File: config.mk
export PLATFORM = sky130hd
export DESIGN_NAME = stopwatch_timebase_flat
export DESIGN_NICKNAME = d
export VERILOG_FILES = /design/src/rtl/stopwatch_pkg.sv /design/src/rtl/stopwatch_timebase_if.sv /design/src/rtl/timebase_prescaler.sv /design/src/rtl/stopwatch_timebase.sv /design/src/flat_wrapper.sv
export SDC_FILE = /design/constraint.sdc
export NUM_CORES = 1
export LEC_CHECK = 0
export ABC_AREA = 1
export CAP_MARGIN = 25
export CORE_AREA = 2 2 69 71
export CTS_CLUSTER_DIAMETER = 200
export DETAILED_ROUTE_END_ITERATION = 10
export DIE_AREA = 0 0 71 73
export GPL_ROUTABILITY_DRIVEN = 0
export GPL_TIMING_DRIVEN = 0
export PLACE_DENSITY = 0.67
export REMOVE_ABC_BUFFERS = 1
export SYNTH_ARGS = -nofsm -noshare
export SYNTH_HDL_FRONTEND = slang
export SYNTH_HIERARCHICAL = 1
export SYNTH_SLANG_ARGS = --single-unit
File: constraint.sdc
create_clock -name clk -period 2.29 [get_ports clk]
set_input_delay 0.5725 -clock clk [delete_from_list [all_inputs] [get_ports clk]]
set_output_delay 0.5725 -clock clk [all_outputs]
set_load 0.1 [all_outputs]
File: src/rtl/stopwatch_pkg.sv
// Shared definitions for the stopwatch time base: state encoding,
// default frequency parameters and a constant-safe clog2 helper.
package stopwatch_pkg;

    typedef enum logic [1:0] {
        ST_IDLE  = 2'd0,
        ST_RUN   = 2'd1,
        ST_PAUSE = 2'd2
    } state_e;

    localparam int DEF_BOARD_HZ    = 100_000_000;
    localparam int DEF_TICK_HZ     = 100;
    localparam int DEF_SLOW_DIVIDE = 100;

    // Smallest r with 2**r >= value; 0 for value <= 1.
    function automatic int clog2(input longint value);
        int result;
        result = 0;
        for (int i = 0; i < 62; i++) begin
            if ((longint'(1) << i) < value) result = i + 1;
        end
        return result;
    endfunction

endpackage

File: src/rtl/stopwatch_timebase_if.sv
// Command/strobe bundle between the stopwatch controls and the time base.
// The master side issues start/stop/clear pulses and observes the state
// flags and strobes; the slave side is the time base itself.
interface stopwatch_timebase_if;
    logic start;
    logic stop;
    logic clear;
    logic running;
    logic paused;
    logic tick;
    logic tick_slow;

    modport master (
        output start, stop, clear,
        input  running, paused, tick, tick_slow
    );

    modport slave (
        input  start, stop, clear,
        output running, paused, tick, tick_slow
    );
endinterface

File: src/rtl/timebase_prescaler.sv
// Fast-tick generator. Default build: integer divider counting 0..DIV-1.
// With TIMEBASE_PHASE_ACC_EN defined: phase accumulator that adds TICK per
// enabled cycle and wraps at BOARD, giving an exact long-run rate.
// The tick output is combinational (terminal count this cycle); the caller
// registers it. clr has priority over en and suppresses the tick.
module timebase_prescaler
    import stopwatch_pkg::*;
#(
    parameter int BOARD_HZ = DEF_BOARD_HZ,
    parameter int TICK_HZ  = DEF_TICK_HZ
) (
    input  logic clk,
    input  logic rst,
    input  logic en,
    input  logic clr,
    output logic tick
);

`ifdef TIMEBASE_PHASE_ACC_EN
    localparam int AW = clog2(BOARD_HZ) + 1;
    localparam logic [AW:0] INC = (AW+1)'(TICK_HZ);
    localparam logic [AW:0] BRD = (AW+1)'(BOARD_HZ);

    logic [AW-1:0] r_acc;
    logic [AW:0]   w_sum;
    logic          w_wrap;

    assign w_sum  = {1'b0, r_acc} + INC;
    assign w_wrap = (w_sum >= BRD);

    // Accumulate phase while enabled; subtract one period on wrap.
    always_ff @(posedge clk or posedge rst) begin
        if (rst)       r_acc <= '0;
        else if (clr)  r_acc <= '0;
        else if (en)   r_acc <= w_wrap ? AW'(w_sum - BRD) : w_sum[AW-1:0];
    end

    assign tick = en & ~clr & w_wrap;
`else
    localparam int DIV = BOARD_HZ / TICK_HZ;
    localparam int PW  = clog2(DIV);
    localparam logic [PW-1:0] TERM = PW'(DIV - 1);

    logic [PW-1:0] r_cnt;
    logic          w_term;

    assign w_term = (r_cnt == TERM);

    // Count enabled cycles 0..DIV-1, never passing the terminal value.
    always_ff @(posedge clk or posedge rst) begin
        if (rst)       r_cnt <= '0;
        else if (clr)  r_cnt <= '0;
        else if (en)   r_cnt <= w_term ? '0 : r_cnt + PW'(1);
    end

    assign tick = en & ~clr & w_term;
`endif

endmodule

File: src/rtl/stopwatch_timebase.sv
// Run-controlled stopwatch time base: IDLE/RUN/PAUSE control, fast tick
// from timebase_prescaler and a slow tick every SLOW_DIVIDE fast ticks.
// Optional build macro (in the prescaler): TIMEBASE_PHASE_ACC_EN.
module stopwatch_timebase
    import stopwatch_pkg::*;
#(
    parameter int BOARD_CLOCK_FREQUENCY_IN_HZ = DEF_BOARD_HZ,
    parameter int TICK_FREQUENCY_IN_HZ        = DEF_TICK_HZ,
    parameter int SLOW_DIVIDE                 = DEF_SLOW_DIVIDE
) (
    input  logic               clk,
    input  logic               rst,
    stopwatch_timebase_if.slave bus
);

    generate
        if (BOARD_CLOCK_FREQUENCY_IN_HZ / TICK_FREQUENCY_IN_HZ < 2) begin : g_bad_div
            $error("stopwatch_timebase: BOARD/TICK must be at least 2");
        end
        if (SLOW_DIVIDE < 1) begin : g_bad_slow
            $error("stopwatch_timebase: SLOW_DIVIDE must be at least 1");
        end
    endgenerate

    localparam int SW_RAW = clog2(SLOW_DIVIDE);
    localparam int SW     = (SW_RAW < 1) ? 1 : SW_RAW;
    localparam logic [SW-1:0] SLOW_TERM = SW'(SLOW_DIVIDE - 1);

    state_e        r_state;
    state_e        w_state_nxt;
    logic          w_running;
    logic          w_paused;
    logic          w_pre_tick;
    logic [SW-1:0] r_slow;
    logic          r_tick;
    logic          r_tick_slow;

    // State register; reset parks the stopwatch in IDLE.
    always_ff @(posedge clk or posedge rst) begin
        if (rst) r_state <= ST_IDLE;
        else     r_state <= w_state_nxt;
    end

    // Next state with clear > stop > start; stop wins over start, and a
    // stop outside RUN leaves the state alone.
    always_comb begin
        w_state_nxt = r_state;
        w_running   = (r_state == ST_RUN);
        w_paused    = (r_state == ST_PAUSE);
        if (bus.clear)
            w_state_nxt = ST_IDLE;
        else if (bus.stop) begin
            if (r_state == ST_RUN) w_state_nxt = ST_PAUSE;
        end
        else if (bus.start)
            w_state_nxt = ST_RUN;
    end

    timebase_prescaler #(
        .BOARD_HZ (BOARD_CLOCK_FREQUENCY_IN_HZ),
        .TICK_HZ  (TICK_FREQUENCY_IN_HZ)
    ) u_prescaler (
        .clk  (clk),
        .rst  (rst),
        .en   (r_state == ST_RUN),
        .clr  (bus.clear),
        .tick (w_pre_tick)
    );

    // Slow counter of fast ticks plus the registered strobes. A terminal
    // count in the last RUN cycle still strobes in the first PAUSE cycle.
    always_ff @(posedge clk or posedge rst) begin
        if (rst) begin
            r_slow      <= '0;
            r_tick      <= 1'b0;
            r_tick_slow <= 1'b0;
        end else begin
            r_tick      <= w_pre_tick;
            r_tick_slow <= w_pre_tick & (r_slow == SLOW_TERM);
            if (bus.clear)
                r_slow <= '0;
            else if (w_pre_tick)
                r_slow <= (r_slow == SLOW_TERM) ? '0 : r_slow + SW'(1);
        end
    end

    assign bus.running   = w_running;
    assign bus.paused    = w_paused;
    assign bus.tick      = r_tick;
    assign bus.tick_slow = r_tick_slow;

endmodule

File: src/flat_wrapper.sv
// flat-port wrapper written by rule: the top's interface ports become plain ports
module stopwatch_timebase_flat import stopwatch_pkg::*;
#(
    parameter int BOARD_CLOCK_FREQUENCY_IN_HZ = DEF_BOARD_HZ,
    parameter int TICK_FREQUENCY_IN_HZ        = DEF_TICK_HZ,
    parameter int SLOW_DIVIDE                 = DEF_SLOW_DIVIDE
)
  (clk, rst, bus_start, bus_stop, bus_clear, bus_running, bus_paused, bus_tick, bus_tick_slow);
  stopwatch_timebase_if bus_i ();
  input  logic clk;
  input  logic rst;
  input wire logic [$bits(bus_i.start)-1:0] bus_start;
  input wire logic [$bits(bus_i.stop)-1:0] bus_stop;
  input wire logic [$bits(bus_i.clear)-1:0] bus_clear;
  output wire logic [$bits(bus_i.running)-1:0] bus_running;
  output wire logic [$bits(bus_i.paused)-1:0] bus_paused;
  output wire logic [$bits(bus_i.tick)-1:0] bus_tick;
  output wire logic [$bits(bus_i.tick_slow)-1:0] bus_tick_slow;
  assign bus_i.start = bus_start;
  assign bus_i.stop = bus_stop;
  assign bus_i.clear = bus_clear;
  assign bus_running = bus_i.running;
  assign bus_paused = bus_i.paused;
  assign bus_tick = bus_i.tick;
  assign bus_tick_slow = bus_i.tick_slow;
  stopwatch_timebase #(.BOARD_CLOCK_FREQUENCY_IN_HZ(BOARD_CLOCK_FREQUENCY_IN_HZ), .TICK_FREQUENCY_IN_HZ(TICK_FREQUENCY_IN_HZ), .SLOW_DIVIDE(SLOW_DIVIDE)) u_core (.clk(clk), .rst(rst), .bus(bus_i));
endmodule
==> flow_summary.json <==
{
  "status": "complete, no violations",
  "rows": 25,
  "worstMarginPinSlew_ns": 0.956,
  "cap_violations": 0,
  "synth_edf_count": 0,
  "clkLatencyLatePin_ns": 0.29,
  "synthTopCellsByCount": "nand2_1 (76), nor2_1 (33), dfrtp_1 (31)",
  "slowest_delay_ns": 0.85,
  "synthArstFlopShare": 1.00,
  "synth_area_leaders": "dfrtp_1 (40%), nand2_1 (15%), nand3_1 (6.7%), nor2_1 (6.4%), inv_1 (5.3%)",
  "clkTransAtPathRegs_ns": 0.07,
  "crit_chain": "nor2_1, dlygate4sd2_1",
  "worst_setup_path_end_kind": "output pin",
  "drc": 0,
  "grt_max_degree": 21,
  "worst-setup-path-type": "reg -> out",
  "hold_viol": 0,
  "hpwlAfterDp_um": 2760,
  "area_growth_pct": 12.2,
  "clock-sinks": 31,
  "power.density_nw_per_um2": 520,
  "hold_class": "reg -> reg",
  "critPathArrivalTime_ns": 1.65,
  "fillers": 451,
  "clock-skew-final_ns": 0.00752,
  "die_h_um": 73,
  "final_nets": 279,
  "grt_setup_unrepaired": "no",
  "htree_num_levels": 2,
  "seq_area_um2": 776,
  "p_total_uw": 1130,
  "drtIter0Drc": 77,
  "drv_slew": 0,
  "ir_drop_v": 0.000437,
  "dr_total_vias": 1623,
  "netlist.top_cell.by_area": "dfrtp_1",
  "grt_first_pass_wirelength_um": 6910,
  "grt_use_total": 0.168,
  "worst_slack_ns": 0.0721,
  "min_period_ns": 2.22,
  "first_pass_iters": 4,
  "wl_per_cell_um": 11.7,
  "port_buffers": 8,
  "synth.top_cell.area_share": 0.402,
  "synth.most_common_cell": "nand2_1",
  "ys.flop_type": "dfrtp_1",
  "numCtsBuffers": 5,
  "yosysWarnings": 6,
  "yosysSeqAreaShare": 0.402,
  "avgSynthCellArea_um2": 7.47,
  "drive_gt1_frac": 0.158,
  "start_util": 0.425,
  "finalCritPeriodShare": 0.969,
  "tritoncts": "done",
  "synth_cells": 258,
  "postCtsSetupRepairBufs": 0,
  "gr-total-overflow": 0,
  "fmax_mhz": 451,
  "synth_area_um2": 1930,
  "dp_slack_ns": -0.0366,
  "cts_root_buf": "clkbuf_8",
  "static-leakage-power_uw": 0.000995,
  "vias_per_cell": 4.96,
  "fp.dieW_um": 71,
  "num_io_pins": 9,
  "drt_wl_total_um": 3840,
  "antenna_found_initial": 0,
  "crit_path_max_fanout": 3,
  "ys_ff_latch": 31,
  "antenna_cells": 0,
  "setup_viol": 0,
  "max-clock-path-buffers": 2,
  "core_um2": 4540,
  "startpoint_type": "flip-flop",
  "multi_input_area_um2": 1010,
  "worst_ep_required_time_ns": 1.72,
  "ys_types": 28,
  "die_area_um2": 5180,
  "grt_pass1_vias": 1583,
  "detail-route-antenna-nets": 0,
  "slew_headroom": 0.365,
  "critPathSlowestCell": "dlygate4sd2_1"
}
==> worst paths after layout <==
check | depth (start not counted) | from | slack, ns | endpoint
worst max-delay path | 2 | u_core/r_state[0]$_DFFE_PP0P_ | 0.07 | bus_paused
worst min-delay path | 2 | u_core/r_state[1]$_DFFE_PP0P_ | 0.48 | u_core/r_state[1]$_DFFE_PP0P_
worst max register to register | 12 | u_core/u_prescaler/r_cnt[0]$_DFFE_PP0P_ | 0.25 | u_core/r_slow[5]$_DFFE_PP0P_
worst min register to register | 2 | u_core/r_state[1]$_DFFE_PP0P_ | 0.48 | u_core/r_state[1]$_DFFE_PP0P_
max in group asynchronous | 2 | rst | 0.99 | u_core/u_prescaler/r_cnt[19]$_DFFE_PP0P_
min in group asynchronous | 2 | rst | 0.62 | u_core/r_slow[2]$_DFFE_PP0P_
==> through the flow <==
stage               instance area [um^2]  instances  utilization  hold WS, ns  TNS, ns
floorplan                           1900        256            -        0.425        0
global placement                    2050        318        0.452        0.462    -2.20
detailed placement                  2060        319        0.454        0.464  -0.0366
CTS                                 2160        327        0.476        0.483        0
global route                        2160        327        0.477        0.524        0
finish                              2160        327        0.477        0.480        0
==> report_power, final <==
| group | switching (uW) | leakage (uW) | internal [uW] |
|---|---|---|---|
| logic | 58.7 | 0.000513 | 19.5 |
| clock network | 219 | 0.0000505 | 273 |
| registers | 3.83 | 0.000432 | 551 |
==> layer usage <==
layer	vias to the layer above	wire length, um	GRT usage
li1	843	-	-
met1	758	1870	0.203
met2	20	1830	0.292
met3	2	122	0.0511
met4	0	17	0.0482
met5	-	0	0
==> logic make-up after synthesis <==
group,after synthesis,synth area share
compound gates,25,0.105
xor+xnor,9,0.0409
fa+ha+maj,2,0.0130
buf+inv,34,0.0759
flops,31,0.402
simple gates,157,0.363
==> worst max-delay path: cells and delay by family (launching register included) <==
kind	cells	cell delay, ns
buf+inv	1	0.85
flops	1	0.40
simple gates	1	0.10
==> area by class of cell <==
type / count / area share
clock inverters: 1 / 0.00347
clock buffers: 7 / 0.0445
well taps: 54 / 0.0312
flip-flops and latches: 31 / 0.359
inverters: 32 / 0.0567
multi-input cells: 193 / 0.466
repair buffers: 9 / 0.0393
==> layout by cell type, fill, tap and decap left out, drive strengths merged <==
master and count:
xnor2 1, nand3 27, inv 31, clkinvlp 1, dlygate4sd2 3, nand2 83
clkdlybuf4s15 1, nand4 4, o22ai 4, buf 1, nor2 40, clkinv 1
o21ai 13, o21bai 7, ha 2, clkbuf 7, xor2 8, nand3b 2
dfrtp 31, a21oi 1, or2 1, clkdlybuf4s50 4
==> registers in the layout, indices dropped and copies added, names as in the netlist <==
register	count
u_core/r_slow	7
u_core/u_prescaler/r_cnt	20
u_core/r_state	2
u_core/bus.tick	1
u_core/bus.tick_slow	1
==> timing repair <==
action,4_1_cts,5_1_grt
endpoints found under the setup margin,4,5
gates resized for setup,6,1
hold buffers,0,0
pin swaps,0,0
No activity file was read; power rests on OpenSTA's default activity.
